<file path="src/rtl/text_raster.sv">
// Raster timing generator and 8x16 glyph renderer for a 160x64 character buffer.
// Counter position (h,v) reaches the pixel/sync outputs exactly four clocks later.
module text_raster #(
  parameter int unsigned H_ACTIVE = 1280,
  parameter int unsigned H_FP     = 48,
  parameter int unsigned H_SYNC   = 112,
  parameter int unsigned H_BP     = 248,
  parameter int unsigned V_ACTIVE = 1024,
  parameter int unsigned V_FP     = 1,
  parameter int unsigned V_SYNC   = 3,
  parameter int unsigned V_BP     = 38,
  parameter bit          SYNC_POL = 1'b1
) (
  input  logic        clk,
  input  logic        rst_n,
  output logic [7:0]  char_row,
  output logic [7:0]  char_col,
  input  logic [7:0]  char_code,
  output logic [11:0] font_addr,
  input  logic [7:0]  font_data,
  output logic        pixel,
  output logic        de,
  output logic        hsync,
  output logic        vsync,
  output logic        frame_start
);

  localparam int unsigned CW      = 11;
  localparam int unsigned H_TOTAL = H_ACTIVE + H_FP + H_SYNC + H_BP;
  localparam int unsigned V_TOTAL = V_ACTIVE + V_FP + V_SYNC + V_BP;
  localparam int unsigned HS_BEG  = H_ACTIVE + H_FP;
  localparam int unsigned HS_END  = HS_BEG + H_SYNC - 1;
  localparam int unsigned VS_BEG  = V_ACTIVE + V_FP;
  localparam int unsigned VS_END  = VS_BEG + V_SYNC - 1;

  logic [CW-1:0] hcnt;
  logic [CW-1:0] vcnt;
  logic          h_last;
  logic          v_last;

  logic de_s0;
  logic hs_s0;
  logic vs_s0;
  logic fs_s0;

  logic [2:0] de_p;
  logic [2:0] hs_p;
  logic [2:0] vs_p;
  logic [2:0] fs_p;
  logic [2:0] hlo_d1;
  logic [2:0] hlo_d2;
  logic [2:0] hlo_d3;
  logic [3:0] vlo_d1;

  logic [6:0] shreg;
  logic [7:0] shreg_nxt;

  assign h_last = (hcnt == CW'(H_TOTAL - 1));
  assign v_last = (vcnt == CW'(V_TOTAL - 1));

  // Pixel and line counters
  always_ff @(posedge clk or negedge rst_n) begin
    if (!rst_n) begin
      hcnt <= '0;
      vcnt <= '0;
    end else if (h_last) begin
      hcnt <= '0;
      vcnt <= v_last ? '0 : vcnt + CW'(1);
    end else begin
      hcnt <= hcnt + CW'(1);
    end
  end

  // Stage-0 timing flags from the registered counters
  always_comb begin
    de_s0 = (hcnt < CW'(H_ACTIVE)) && (vcnt < CW'(V_ACTIVE));
    hs_s0 = (hcnt >= CW'(HS_BEG)) && (hcnt <= CW'(HS_END));
    vs_s0 = (vcnt >= CW'(VS_BEG)) && (vcnt <= CW'(VS_END));
    fs_s0 = (hcnt == '0) && (vcnt == '0);
  end

  // Buffer address, clamped to cell (0,0) during blanking
  always_comb begin
    char_col = 8'd0;
    char_row = 8'd0;
    if (de_s0) begin
      char_col = hcnt[10:3];
      char_row = {2'b00, vcnt[9:4]};
    end
  end

  // Timing and sub-cell position pipelines
  always_ff @(posedge clk or negedge rst_n) begin
    if (!rst_n) begin
      de_p   <= '0;
      hs_p   <= '0;
      vs_p   <= '0;
      fs_p   <= '0;
      hlo_d1 <= '0;
      hlo_d2 <= '0;
      hlo_d3 <= '0;
      vlo_d1 <= '0;
    end else begin
      de_p   <= {de_p[1:0], de_s0};
      hs_p   <= {hs_p[1:0], hs_s0};
      vs_p   <= {vs_p[1:0], vs_s0};
      fs_p   <= {fs_p[1:0], fs_s0};
      hlo_d1 <= hcnt[2:0];
      hlo_d2 <= hlo_d1;
      hlo_d3 <= hlo_d2;
      vlo_d1 <= vcnt[3:0];
    end
  end

  always_ff @(posedge clk or negedge rst_n) begin
    if (!rst_n) begin
      font_addr <= '0;
    end else begin
      font_addr <= {char_code, vlo_d1};
    end
  end

  // Glyph row loads on the first pixel of each cell; only the 7 pending bits are kept
  assign shreg_nxt = (hlo_d3 == 3'd0) ? font_data : {shreg, 1'b0};

  always_ff @(posedge clk or negedge rst_n) begin
    if (!rst_n) begin
      shreg       <= '0;
      pixel       <= 1'b0;
      de          <= 1'b0;
      hsync       <= ~SYNC_POL;
      vsync       <= ~SYNC_POL;
      frame_start <= 1'b0;
    end else begin
      shreg       <= shreg_nxt[6:0];
      pixel       <= shreg_nxt[7] & de_p[2];
      de          <= de_p[2];
      hsync       <= hs_p[2] ? SYNC_POL : ~SYNC_POL;
      vsync       <= vs_p[2] ? SYNC_POL : ~SYNC_POL;
      frame_start <= fs_p[2];
    end
  end

endmodule

</file>
<file path="config.mk">
export PLATFORM = sky130hd
export DESIGN_NAME = text_raster
export DESIGN_NICKNAME = d
export VERILOG_FILES = /design/src/rtl/text_raster.sv
export SDC_FILE = /design/constraint.sdc
export NUM_CORES = 1
export LEC_CHECK = 0
export ABC_CLOCK_PERIOD_IN_PS = 2200
export BUFFER_PORTS_ARGS = -buffer_cell sky130_fd_sc_hd__clkbuf_2
export CAP_MARGIN = 20
export CORE_MARGIN = 2
export CORE_UTILIZATION = 40
export CTS_CLUSTER_SIZE = 24
export DETAILED_ROUTE_END_ITERATION = 7
export GPL_TIMING_DRIVEN = 0
export HOLD_SLACK_MARGIN = 0.12
export PLACE_DENSITY = 0.65
export SLEW_MARGIN = 5
export SYNTH_ARGS = -nofsm -noshare
export SYNTH_HDL_FRONTEND = slang
export SYNTH_SLANG_ARGS = --single-unit
</file>
<file path="constraint.sdc">
create_clock -name clk -period 2.2 [get_ports clk]
set_clock_uncertainty 0.05 [all_clocks]
set_input_delay 0.55 -clock clk [delete_from_list [all_inputs] [get_ports clk]]
set_output_delay 0.55 -clock clk [all_outputs]
set_load 0.02 [all_outputs]
</file>
* Word level (Yosys, flattened, before mapping) *
Cells that the tools add are included.

operators by class
  eq/ne operators = 2
  add/subtract/negate cells = 2
  muxes and demuxes = 7
  bitwise operators = 1
  reduce and logical (&&, ||, !) cells = 7
  $lt $le $gt $ge = 6

operators by type and width
  cell                                                number
  adder 11 x 1 -> 11 bit, second input constant       2
  equality test 11 bit, second input constant         2
  >= comparator 11 bit, second input constant         2
  <= comparator 11 bit, second input constant         2
  logical NOT 11 bit                                  2
  less-than comparator 11 bit, second input constant  2
  2-to-1 mux 11 bit                                   2
  2-to-1 mux 8 bit                                    2
  2-to-1 mux 6 bit                                    1
  logical AND 1 bit                                   4
  logical NOT 3 bit                                   1
  2-to-1 mux 1 bit                                    2
  bitwise AND 1 bit                                   1

word-level totals
  output and inout bits = 33
  bits in registers = 71
  word-level logic and storage cells = 42

* Depth between registers and ports, before layout *
Gate-level depths: netlist of run 1.

  word-level depth = 3
  gate-level depth with buffers = 7
  mapped depth without buffers = 6

* Worst setup path after synthesis of run 1 *
Ideal clock, no wire load.

  path type = register -> output
  from = register hcnt[9]
  to = output char_col[0]
  path buffers = 2
  cell stages (with the launch flop) = 6
  arrival time = 1.326 ns
  slack = 0.274 ns
  path through = dfrtp_1 clkbuf_1 o21a_1 nor2_1 clkbuf_1 and2_1

between the ends
  longest elaborated chain between the ends = 3

RTL lines
  item                         line  RTL
  start, declared              36    logic [CW-1:0] hcnt;
  start signal, assigned       70    hcnt <= hcnt + CW'(1);
  less-than comparator 11 bit  76    de_s0 = (hcnt < CW'(H_ACTIVE)) && (vcnt < CW'(V_ACTIVE));
  logical AND 1 bit            76
  net de_s0                    41    logic de_s0;
  2-to-1 mux 8 bit             86    if (de_s0) begin
  end, declared                17    output logic [7:0] char_col,

The timed path passes the listed nets, and every way through them passes these cells.

* Worst setup path in the final report of run 1 *
  from = register hcnt[9]
  to = output char_row[0]

between the ends
  longest elaborated chain between the ends = 3

RTL lines
  item                         line  RTL
  less-than comparator 11 bit  76
  logical AND 1 bit            76
  2-to-1 mux 6 bit             86
  end, declared                16    output logic [7:0] char_row,

Every way passes these cells.

==> out/results.tsv, run 1 <==
stage	metric	value	unit
critical_path	worst r2r src	hcnt[8]$_DFF_PN0_	
grt	grt total ovfl	0	
die	I/O pins	51	
power	total power	0.002504	W
critical_path	Crit. End Element	primary output	
final_layout	final core occ	51.98	%
power	Max IR drop VDD	0.3683	mV
route	Initial DRC Count	123	
placed_design	buffers added on ports	48	
critical_path	Worst EP required	1.60	ns
route	drt pass-1 iters	7	
grt	Tot GR Track Use	14.01	%
critical_path	worst-path maximum fanout	4	
synthesis	Post-Syn Instances	208	
die	row count	29	
sta	setup violators final	0	
sta	Max-slew headroom	60.52	%
clock_tree	CTS Buffer Depth	2	
grt	antenna violations before repair	0	
hold_path	Hold Path Stages	1	
route	WL per Instance	12.62	um
power	Pwr Density	750.0	mW/mm^2
critical_path	FF-to-FF setup slack	0.18	ns
synthesis	post-synthesis cell type count	34	
flow_run	max-cap viol count	0	
route	ANT nets after route	0	
synthesis	EDFF count, synth	0	
synthesis	Synth Register Bits	71	
final_layout	layout cells sized above 1	32.13	%
synthesis	Mean Syn Cell Area	12.86	um^2
sta	Hold Vio Cnt, Final	0	
die	Die Ht	85.78	um
die	die width	85.78	um
clock_tree	htree depth	3	
route	routed wl met3	317	um
sta	Final period util	95.92	%
placed_design	Final GP Congestion	0.8131	
power	leakage power	1.691	nW
critical_path	Worst EP arrival	1.51	ns
route	vias	1723	
final_layout	ant diodes	0	
die	Placeable Area	0.006422	mm^2
critical_path	WS Path Type	flop to primary output	
clock_tree	clk_lat worst skew	0.34	ns
clock_tree	clock sinks	71	
final_layout	Area Overhead vs Synth	24.79	%
synthesis	Ys Warns	0	
synthesis	top_reg_cell synth	dfrtp_1	
sta	FMAX	473.9	MHz
sta	Max Slew Vio Count	0	
run_status	failing checks	design-rule violations	
hold_path	WHS Endpoint	font_addr[7]$_DFF_PN0_	
route	met2 WL	2.063	mm
synthesis	sequential share of the synthesized area	66.42	%
sta	Worst Tran Pin Value	0.5891	ns
route	vias per inst	4.867	
run_status	status	finished, violations left	
critical_path	Critical R2R Capture	vcnt[4]$_DFFE_PN0N_	
die	initial core utilization	41.65	%
clock_tree	CTS Root Cell	clkbuf_8	
synthesis	Synth area leaders	dfrtp_1 (66%), and2_1 (3.5%), mux2_2 (2.5%)	
hold_path	Worst Hold Class	input pin to flop	
die	die area	0.007358	mm^2
route	final wirelength	4.467	mm
route	top sig layer	met4	
hold_path	Worst Min Path Start	char_code[3]	
synthesis	Synth area leader	dfrtp_1	
grt	vias in the first global route	1683	
synthesis	Mapped Area	0.002675	mm^2
route	WL met1	2.020	mm
final_layout	fin area	0.003338	mm^2
route	# DRC	8	
grt	largest net degree at the start of global routing	54	
final_layout	Nets	296	
synthesis	Synth async-reset ratio	100.0	%
synthesis	post-synth top area share	66.42	%
clock_tree	CTS tree	done	
clock_tree	Worst-path clk slew	0.07	ns
critical_path	R2R depth	6	
sta	final period demand of the worst path	2.110	ns
grt	first-pass GRT wire length	7.838	mm
placed_design	DPL Wire Length	2.926	mm
clock_tree	clock buffer count from CTS	9	
placed_design	placed inst area	0.003045	mm^2
critical_path	CP Launch Type	flop	
critical path, cell delays in order (launching register included):
cell,delay [ns]
dfrtp_2,0.41
o21a_1,0.21
nor2_4,0.14
buf_4,0.14
and2_1,0.11
clkbuf_2,0.16
sequential cells by signal, summed over array words and instances, names as in the netlist:
name and cells:
shreg 7, frame_start 1, hcnt 11, vlo_d1 4, vs_p 3, fs_p 3, vcnt 11, hlo_d2 3
hsync 1, hs_p 3, hlo_d3 3, font_addr 12, de_p 3, pixel 1, de 1, hlo_d1 3
vsync 1
kinds of logic (layout without fill, tap and decap cells):
kind of cell | count (synthesis) | count (layout) | synth area share, %
other | 1 | 2 | 0.1402
adder cells (fa/ha/maj) | 5 | 5 | 2.339
multiplexers | 8 | 8 | 3.274
XOR/XNOR | 14 | 14 | 4.584
AND/OR/NAND/NOR | 81 | 81 | 17.03
flip-flops | 71 | 71 | 66.42
buffers and inverters | 16 | 84 | 3.227
AO/OA/AOI/OAI | 12 | 12 | 2.994
timing repair:
item,4_1_cts,5_1_grt
setup endpoints to repair,14,9
gates resized for setup,7,16
hold buffers,1,0
buffers inserted,2,2
pin swaps,0,1
endpoints found under the hold margin,18,0
power breakdown:
part           internal, W  switching (W)
clock network     0.000664       0.000450
logic            0.0000264      0.0000463
registers          0.00131     0.00000229
cell usage in the layout, fill, tap and decap left out, types with 2 or more instances in the layout:
master	Yosys	layout
dfrtp_1	71	69
clkbuf_2	0	38
and2_1	15	15
nor2_1	14	13
nand3_1	12	12
buf_4	2	12
nand2_1	10	10
clkbuf_8	0	10
nand4_1	8	8
xor2_1	7	7
xnor2_1	7	7
buf_2	3	6
mux2_2	6	6
inv_1	5	5
nor3_1	5	5
ha_1	5	5
and3_1	4	4
and4_1	3	3
a31oi_1	3	3
or4_1	3	3
o21ai_0	3	3
clkbuf_1	4	2
buf_6	2	2
nor2b_1	2	2
a21oi_1	2	2
mux2i_1	2	2
conb_1	1	2
clkinv_4	0	2
bufinv_16	0	2
dfrtp_2	0	2
cells in the mapped netlist (all sizes together), types with 5 or more instances:
cell type  instances
nand2             10
xnor2              7
and2              15
nor3               7
ha                 5
dfrtp             71
nand4              8
inv                5
nand3             12
xor2               7
buf                7
mux2               6
nor2              14
stage by stage:
step	hold slack, ns	instances	setup TNS [ns]	worst slack (ns)
2_1_floorplan	0.2044	209	0	0.2736
3_3_place_gp	0.2814	334	-0.6182	-0.08088
3_5_place_dp	0.2847	335	-0.7076	-0.09211
4_1_cts	0.2526	352	0	0.0009683
5_1_grt	0.2406	354	-0.0005750	-0.0005750
6_report	0.2713	354	0	0.08984
final cells by class:
type	count	area (um^2)
Buffer	10	75.07
Sequential cell	71	1779
Fill cell	568	3084
Clock inverter	5	82.58
Timing Repair Buffer	54	325.3
Tap cell	77	96.34
Clock buffer	10	137.6
Inverter	5	18.77
Multi-Input combinational cell	122	823.3
routing by layer:
layer  up-vias  global-route usage [%]
li1        836                       -
met1       829                   17.54
met2        50                   21.09
met3         8                   6.545
met4         0                   5.628
met5         -                       0
worst max path at each step:
stage | start | end | slack, ns | depth (start not counted)
finish | hcnt[9]$_DFF_PN0_ | char_row[0] | 0.09 | 5
global route | hcnt[9]$_DFF_PN0_ | char_col[4] | -0.0006 | 5
CTS | hcnt[9]$_DFF_PN0_ | char_col[0] | 0.001 | 5
detailed placement | hcnt[9]$_DFF_PN0_ | char_col[0] | -0.09 | 6
global placement | hcnt[9]$_DFF_PN0_ | char_col[0] | -0.08 | 6
floorplan | hcnt[9]$_DFF_PN0_ | char_col[0] | 0.27 | 5
No activity file was read; power rests on OpenSTA's default activity.
==> run 2, diff against run 1 <==
Settings changed: ABC_AREA set to 1, PLACE_DENSITY 0.65 to 0.64.
==> run 2 against run 1 <==
  * The flow finishes with violations (negative setup slack)
  * Clock power hardly changed
  * Sequential power hardly changed
  * Cell count grew 37%
  * Routed wire length increased by 27%
  * First-iteration DRC count fell by 25%
  * Count of clock-buffer cells in the layout decreased by 1
  * Non-clock buffer count up 1
  * Maximum frequency is 5.6% lower
  * Setup slack got worse by 0.12 ns
  * Sequential share of layout area is 6.2 points lower
  * Combinational power increased by 2%
  * Register-to-register slack improved by 0.32 ns
  * Critical path type unchanged
  * Highest routed layer unchanged
==> out/results.tsv, run 2 <==
stage	metric	value	unit	change
die	die width	89.26	um	+4.1%
clock_tree	CTS tree	done		
clock_tree	clock sinks	71		unchanged
final_layout	area of the multi-input gates	0.001021	mm^2	+24%
clock_tree	htree depth	3		unchanged
sta	final period demand of the worst path	2.234	ns	+0.1241 ns
sta	Max Slew Vio Count	0		unchanged
final_layout	ant diodes	0		unchanged
synthesis	Synth async-reset ratio	100.0	%	unchanged
sta	RSZ-0062 raised after global routing	yes		
critical_path	Worst EP required	1.60	ns	about the same
clock_tree	Worst-path clk slew	0.09	ns	+0.02 ns
die	Die Ht	89.26	um	+4.1%
die	initial core utilization	40.74	%	-0.91 points
critical_path	WS Path Type	flop to primary output		
power	total power	0.002517	W	+0.52%
synthesis	Mean Syn Cell Area	9.350	um^2	-27%
critical_path	Worst EP arrival	1.63	ns	+0.12 ns
route	final wirelength	5.677	mm	+27%
sta	Final period util	101.6	%	+5.6 points
synthesis	Synth Register Bits	71		unchanged
route	drt pass-1 iters	4		-3
synthesis	Synth area leaders	dfrtp_1 (61%), nand2_1 (9.2%), nor2_1 (6.3%)		
run_status	failing checks	negative setup slack		
synthesis	sequential share of the synthesized area	61.10	%	-5.3 points
die	row count	31		+6.9%
final_layout	Largest regs	font_addr: 12 flops, hcnt: 11 flops, vcnt: 11 flops		
synthesis	top_reg_cell synth	dfrtp_1		
power	leakage power	1.919	nW	+13%
flow_run	max-cap viol count	0		unchanged
sta	FMAX	447.6	MHz	-5.6%
clock_tree	clk_lat worst skew	0.34	ns	about the same
final_layout	most frequent cells in the layout	nand2_1 (70), dfrtp_1 (69), nor2_1 (37), inv_1 (34), clkbuf_2 (33)		
grt	grt total ovfl	0		unchanged
synthesis	EDFF count, synth	0		unchanged
placed_design	buffers added on ports	48		unchanged
final_layout	final core occ	52.95	%	+0.97 points
grt	vias in the first global route	2050		+22%
sta	Setup WS post-layout	-0.03427	ns	-0.1241 ns
route	Initial DRC Count	92		-25%
route	WL per Instance	11.71	um	-7.2%
run_status	status	finished, violations left		
synthesis	Post-Syn Instances	311		+50%
hold_path	Worst Hold Class	input pin to flop		
synthesis	Synth area leader	dfrtp_1		
route	ANT nets after route	0		unchanged
grt	largest net degree at the start of global routing	60		+11%
clock_tree	clock buffer count from CTS	9		unchanged
sta	TNS Setup	-0.1808	ns	-0.1808 ns
grt	first-pass GRT wire length	9.418	mm	+20%
final_layout	Nets	404		+36%
die	I/O pins	51		unchanged
route	# DRC	0		-8
critical_path	CP Launch Type	flop		
die	Placeable Area	0.007137	mm^2	+11%
sta	Hold Vio Cnt, Final	0		unchanged
route	vias per inst	4.485		-7.9%
synthesis	post-synth top area share	61.10	%	-5.3 points
synthesis	post-synthesis cell type count	25		-26%
final_layout	Most flops, register	font_addr		
synthesis	Synth top cells by count	dfrtp_1 (71), nand2_1 (71), nor2_1 (49)		
grt	Tot GR Track Use	15.67	%	+1.7 points
final_layout	max reg flops	12		unchanged
final_layout	fillers	673		+18%
synthesis	Ys Warns	0		unchanged
placed_design	dpl ws	0.2096	ns	+0.3017 ns
final_layout	FF/Latch Area	0.001779	mm^2	unchanged
final_layout	layout cells sized above 1	29.53	%	-2.6 points
die	die area	0.007967	mm^2	+8.3%
critical_path	worst-path maximum fanout	5		+1
power	Pwr Density	666.1	mW/mm^2	-11%
placed_design	placed inst area	0.003306	mm^2	+8.5%
placed_design	Final GP Congestion	0.8621		+6.0%
final_layout	Area Overhead vs Synth	29.95	%	
clock_tree	CTS Buffer Depth	2		unchanged
sta	setup violators final	10		+10
grt	antenna violations before repair	0		unchanged
clock_tree	CTS Root Cell	clkbuf_8		
synthesis	Mapped Area	0.002908	mm^2	+8.7%
power	Max IR drop VDD	0.3496	mV	-5.1%
final_layout	fin area	0.003779	mm^2	+13%
route	vias	2175		+26%
placed_design	DPL Wire Length	3.888	mm	+33%
critical_path	Crit. End Element	primary output		
final_layout	leading cell type in the layout, fill and taps excluded	nand2_1		
run 2: power breakdown:
part           switching, W  leakage (nW)   total, W  internal, W
clock network      0.000487         0.110    0.00113     0.000640
registers        0.00000259         0.905    0.00132      0.00131
logic             0.0000477         0.904  0.0000738    0.0000261
run 2: cells by family after synthesis:
family / Yosys count / synth area share (%)
AND/OR/NAND/NOR: 169 / 25.39
AO/OA/AOI/OAI: 11 / 2.108
adder cells (fa/ha/maj): 5 / 2.151
XOR/XNOR: 7 / 2.108
buffers and inverters: 47 / 7.013
flip-flops: 71 / 61.10
other: 1 / 0.1290
run 2: area by class of cell:
cell class	count	area share (%)
plain buffers	7	1.623
clock buffers	9	3.278
clock inverters	7	2.517
inverters	40	4.073
multi-input cells	194	27.02
flip-flops and latches	71	47.09
well taps	99	3.278
repair buffers	58	11.13
run 2: path summary, 6_finish.rpt:
| path | startpoint | endpoint | slack [ns] | cells after the start |
|---|---|---|---|---|
| max | hcnt[9]$_DFF_PN0_ | char_col[4] | -0.03 | 7 |
| min | char_code[0] | font_addr[4]$_DFF_PN0_ | 0.26 | 1 |
| max reg2reg | hcnt[0]$_DFF_PN0_ | vcnt[10]$_DFFE_PN0N_ | 0.50 | 8 |
| min reg2reg | de_p[0]$_DFF_PN0_ | de_p[1]$_DFF_PN0_ | 0.30 | 0 |
| max in group asynchronous | rst_n | hcnt[9]$_DFF_PN0_ | 0.98 | 3 |
| min in group asynchronous | rst_n | shreg[1]$_DFF_PN0_ | 0.58 | 2 |
run 2: per-stage QoR:
stage | std cells | hold slack, ns
2_1_floorplan | 312 | 0.2044
3_3_place_gp | 459 | 0.2825
3_5_place_dp | 460 | 0.2847
4_1_cts | 484 | 0.2473
5_1_grt | 485 | 0.2428
6_report | 485 | 0.2647
run 2: what timing repair did:
item,in CTS,in global routing
pin swaps,3,3
setup endpoints to repair,14,12
setup buffers,6,1
endpoints found under the hold margin,12,0
gates cloned,1,0
gates resized for setup,18,54
hold buffers,1,0
run 2: critical path, stage by stage (launching register included):
cell     delay (ns)
dfrtp_2        0.46
nand2_2        0.09
inv_2          0.06
nor3_4         0.22
inv_4          0.09
buf_6          0.15
nor2_2         0.08
buf_4          0.14
run 2: layer usage:
layer / track usage (%) / vias to the layer above / share of wire, %
li1: - / 1095 / -
met1: 19.73 / 1011 / 46
met2: 25.32 / 59 / 48
met3: 4.063 / 10 / 4.8
met4: 7.327 / 0 / 1.7
met5: 0 / - / 0
==> run 3, diff against run 2 <==
Settings changed: GPL_TIMING_DRIVEN 0 to not set.
==> run 3 against run 2 <==
  * Largest power group unchanged
  * Count of clock-buffer cells in the layout grew 1
  * Design area shrank 3.7%
  * The run now ends clean
  * Setup slack better by 0.070 ns
  * Largest cell class unchanged
==> out/results.tsv, run 3 (synthesized netlist as in run 2, its figures left out) <==
stage	metric	value	unit	change
power	Internal Power	0.002013	W	+1.7%
flow_run	max-cap viol count	0		unchanged
sta	FMAX	462.1	MHz	+3.2%
critical_path	largest stage delay on the critical path	0.47	ns	about the same
final_layout	fillers	702		+4.3%
clock_tree	Worst-path clk slew	0.08	ns	about the same
grt	first-pass GRT wire length	9.135	mm	-3.0%
grt	GRT met1 Usage	19.94	%	+0.21 points
run_status	status	completed		
sta	final period demand of the worst path	2.164	ns	-0.07007 ns
final_layout	Largest regs	font_addr: 12 flops, hcnt: 11 flops, vcnt: 11 flops		
die	die width	89.26	um	unchanged
power	Logic pwr share	2.8	%	about the same
clock_tree	CTS Root Cell	clkbuf_8		
final_layout	Most flops, register	font_addr		
final_layout	max reg flops	12		unchanged
sta	Worst Tran Pin Value	0.5828	ns	
critical_path	worst r2r src	hcnt[0]$_DFF_PN0_		
final_layout	Area Overhead vs Synth	25.17	%	
final_layout	Nets	397		-1.7%
grt	largest net degree at the start of global routing	28		-53%
power	clock power share	45.7	%	+1.0 points
final_layout	layout cells sized above 1	27.44	%	-2.1 points
route	ANT nets after route	0		unchanged
sta	Max-slew headroom	61.14	%	
grt	met2 Use GR	23.43	%	-1.9 points
critical_path	worst-path maximum fanout	7		+2
route	# DRC	0		unchanged
grt	Tot GR Track Use	15.06	%	-0.61 points
final_layout	leading cell type in the layout, fill and taps excluded	nand2_1		
final_layout	area of the multi-input gates	970.9	um^2	-4.9%
clock_tree	clock sinks	71		unchanged
critical_path	Worst EP arrival	1.56	ns	-0.07 ns
route	final wirelength	5.641	mm	-0.63%
die	initial core utilization	40.74	%	unchanged
grt	grt total ovfl	0		unchanged
critical_path	worst path cell trace	nor3_4 -> nor3_4 -> buf_6 -> inv_4 -> nor2_1 -> buf_4		
critical_path	Critical R2R Capture	vcnt[7]$_DFFE_PN0N_		
power	Pwr Density	702.2	mW/mm^2	+5.4%
clock_tree	CTS tree	done		
clock_tree	clk_lat worst skew	0.34	ns	about the same
die	Placeable Area	0.007137	mm^2	unchanged
final_layout	most frequent cells in the layout	nand2_1 (70), dfrtp_1 (69), nor2_1 (41), inv_1 (34), clkbuf_2 (33)		
sta	setup violators final	0		-10
power	Sw Pwr	0.0005429	W	+1.1%
critical_path	R2R depth	7		-1
sta	RSZ-0062 raised after global routing	yes		
critical_path	WS Path Type	flop to primary output		
sta	Final period util	98.37	%	-3.2 points
critical_path	CP Launch Type	flop		
power	sw frac	21.24	%	-0.087 points
route	WL per Instance	11.80	um	+0.82%
route	vias	2177		+0.092%
route	vias per inst	4.554		+1.6%
critical_path	Most Frequent Cell on Critical Path	nor3_4		
sta	Max Slew Vio Count	0		unchanged
die	die area	0.007967	mm^2	unchanged
grt	vias in the first global route	1995		-2.7%
clock_tree	clock buffer count from CTS	9		unchanged
sta	Hold Vio Cnt, Final	0		unchanged
grt	antenna violations before repair	0		unchanged
placed_design	DPL Wire Length	3.775	mm	-2.9%
clock_tree	CTS Buffer Depth	2		unchanged
die	row count	31		unchanged
power	Max IR drop VDD	0.3766	mV	+7.7%
critical_path	Crit. End Element	primary output		
power	sequential power share	51.5	%	-0.8 points
critical_path	FF-to-FF setup slack	0.56	ns	+0.06 ns
power	leakage power	1.862	nW	-3.0%
placed_design	buffers added on ports	48		unchanged
route	drt pass-1 iters	4		unchanged
final_layout	ant diodes	0		unchanged
clock_tree	htree depth	3		unchanged
final_layout	final core occ	51.00	%	-1.9 points
grt	M3 GR Usage	3.416	%	-0.65 points
final_layout	FF/Latch Area	0.001779	mm^2	unchanged
power	total power	0.002556	W	+1.5%
placed_design	Final GP Congestion	0.9254		+7.3%
grt	global routing's busiest layer	met2		
die	Die Ht	89.26	um	unchanged
critical_path	CP max stage cell	dfrtp_2		
critical_path	Worst EP required	1.60	ns	about the same
route	Initial DRC Count	80		-13%
hold_path	Worst Hold Class	input pin to asynchronous set/reset pin		
die	I/O pins	51		unchanged
-- run 3: what timing repair did --
action / 4_1_cts / 5_1_grt
gates cloned: 0 / 1
hold buffers: 0 / 0
endpoints found under the setup margin: 14 / 14
gates resized for setup: 2 / 47
buffers inserted: 0 / 7
pin swaps: 0 / 3
-- run 3: metal layers --
metal,vias to the layer above,routed length [um]
met4,0,65
met3,6,350
met5,-,0
met2,81,2680
met1,999,2544
li1,1091,-
-- run 3: worst max-delay path by stage --
| stage | startpoint | end | slack (ns) | cells after the start |
|---|---|---|---|---|
| 2_1_floorplan | hcnt[9]$_DFF_PN0_ | char_col[0] | 0.38 | 6 |
| 3_3_place_gp | hcnt[9]$_DFF_PN0_ | char_col[7] | 0.34 | 6 |
| 3_5_place_dp | hcnt[8]$_DFF_PN0_ | char_col[7] | 0.31 | 6 |
| 4_1_cts | hcnt[9]$_DFF_PN0_ | char_col[7] | -0.04 | 6 |
| 5_1_grt | hcnt[9]$_DFF_PN0_ | char_col[3] | -0.05 | 7 |
| 6_report | hcnt[9]$_DFF_PN0_ | char_col[0] | 0.04 | 6 |
-- run 3: area by class of cell --
| type | instances | share of cell area [%] |
|---|---|---|
| Sequential cell | 71 | 48.88 |
| Multi-Input combinational cell | 194 | 26.68 |
| Timing Repair Buffer | 57 | 10.11 |
| Inverter | 40 | 4.435 |
| Clock buffer | 10 | 3.781 |
| Tap cell | 99 | 3.403 |
| Clock inverter | 6 | 2.544 |
| Timing Repair inverter | 1 | 0.1719 |
-- run 3: through the flow --
| stage | instances | setup TNS (ns) | cell area, um^2 | setup WS (ns) | hold slack, ns |
|---|---|---|---|---|---|
| after global placement | 454 | 0 | 3263 | 0.3438 | 0.2812 |
| after global routing | 478 | -0.5434 | 3640 | -0.05418 | 0.1820 |
| after floorplan | 312 | 0 | 2912 | 0.3801 | 0.2044 |
| after detailed placement | 454 | 0 | 3263 | 0.3089 | 0.2847 |
| after CTS | 470 | -0.2150 | 3502 | -0.03535 | 0.1647 |
| final | 478 | 0 | 3640 | 0.03580 | 0.1560 |
-- run 3: power by group through the flow --
| stage | logic (W) | registers [W] | clock network (W) |
|---|---|---|---|
| after floorplan | 0.00000756 | 0.00135 | 0 |
| after global placement | 0.0000730 | 0.00134 | 0 |
| after detailed placement | 0.0000740 | 0.00134 | 0 |
| after CTS | 0.0000743 | 0.00132 | 0.00120 |
| after global routing | 0.0000811 | 0.00132 | 0.00126 |
| final | 0.0000710 | 0.00132 | 0.00117 |
-- run 3: worst max-delay path, delay by kind of cell (launching register included) --
family        cells  cell delay (ns)
flops             1             0.47
buf+inv           3             0.40
simple gates      3             0.37
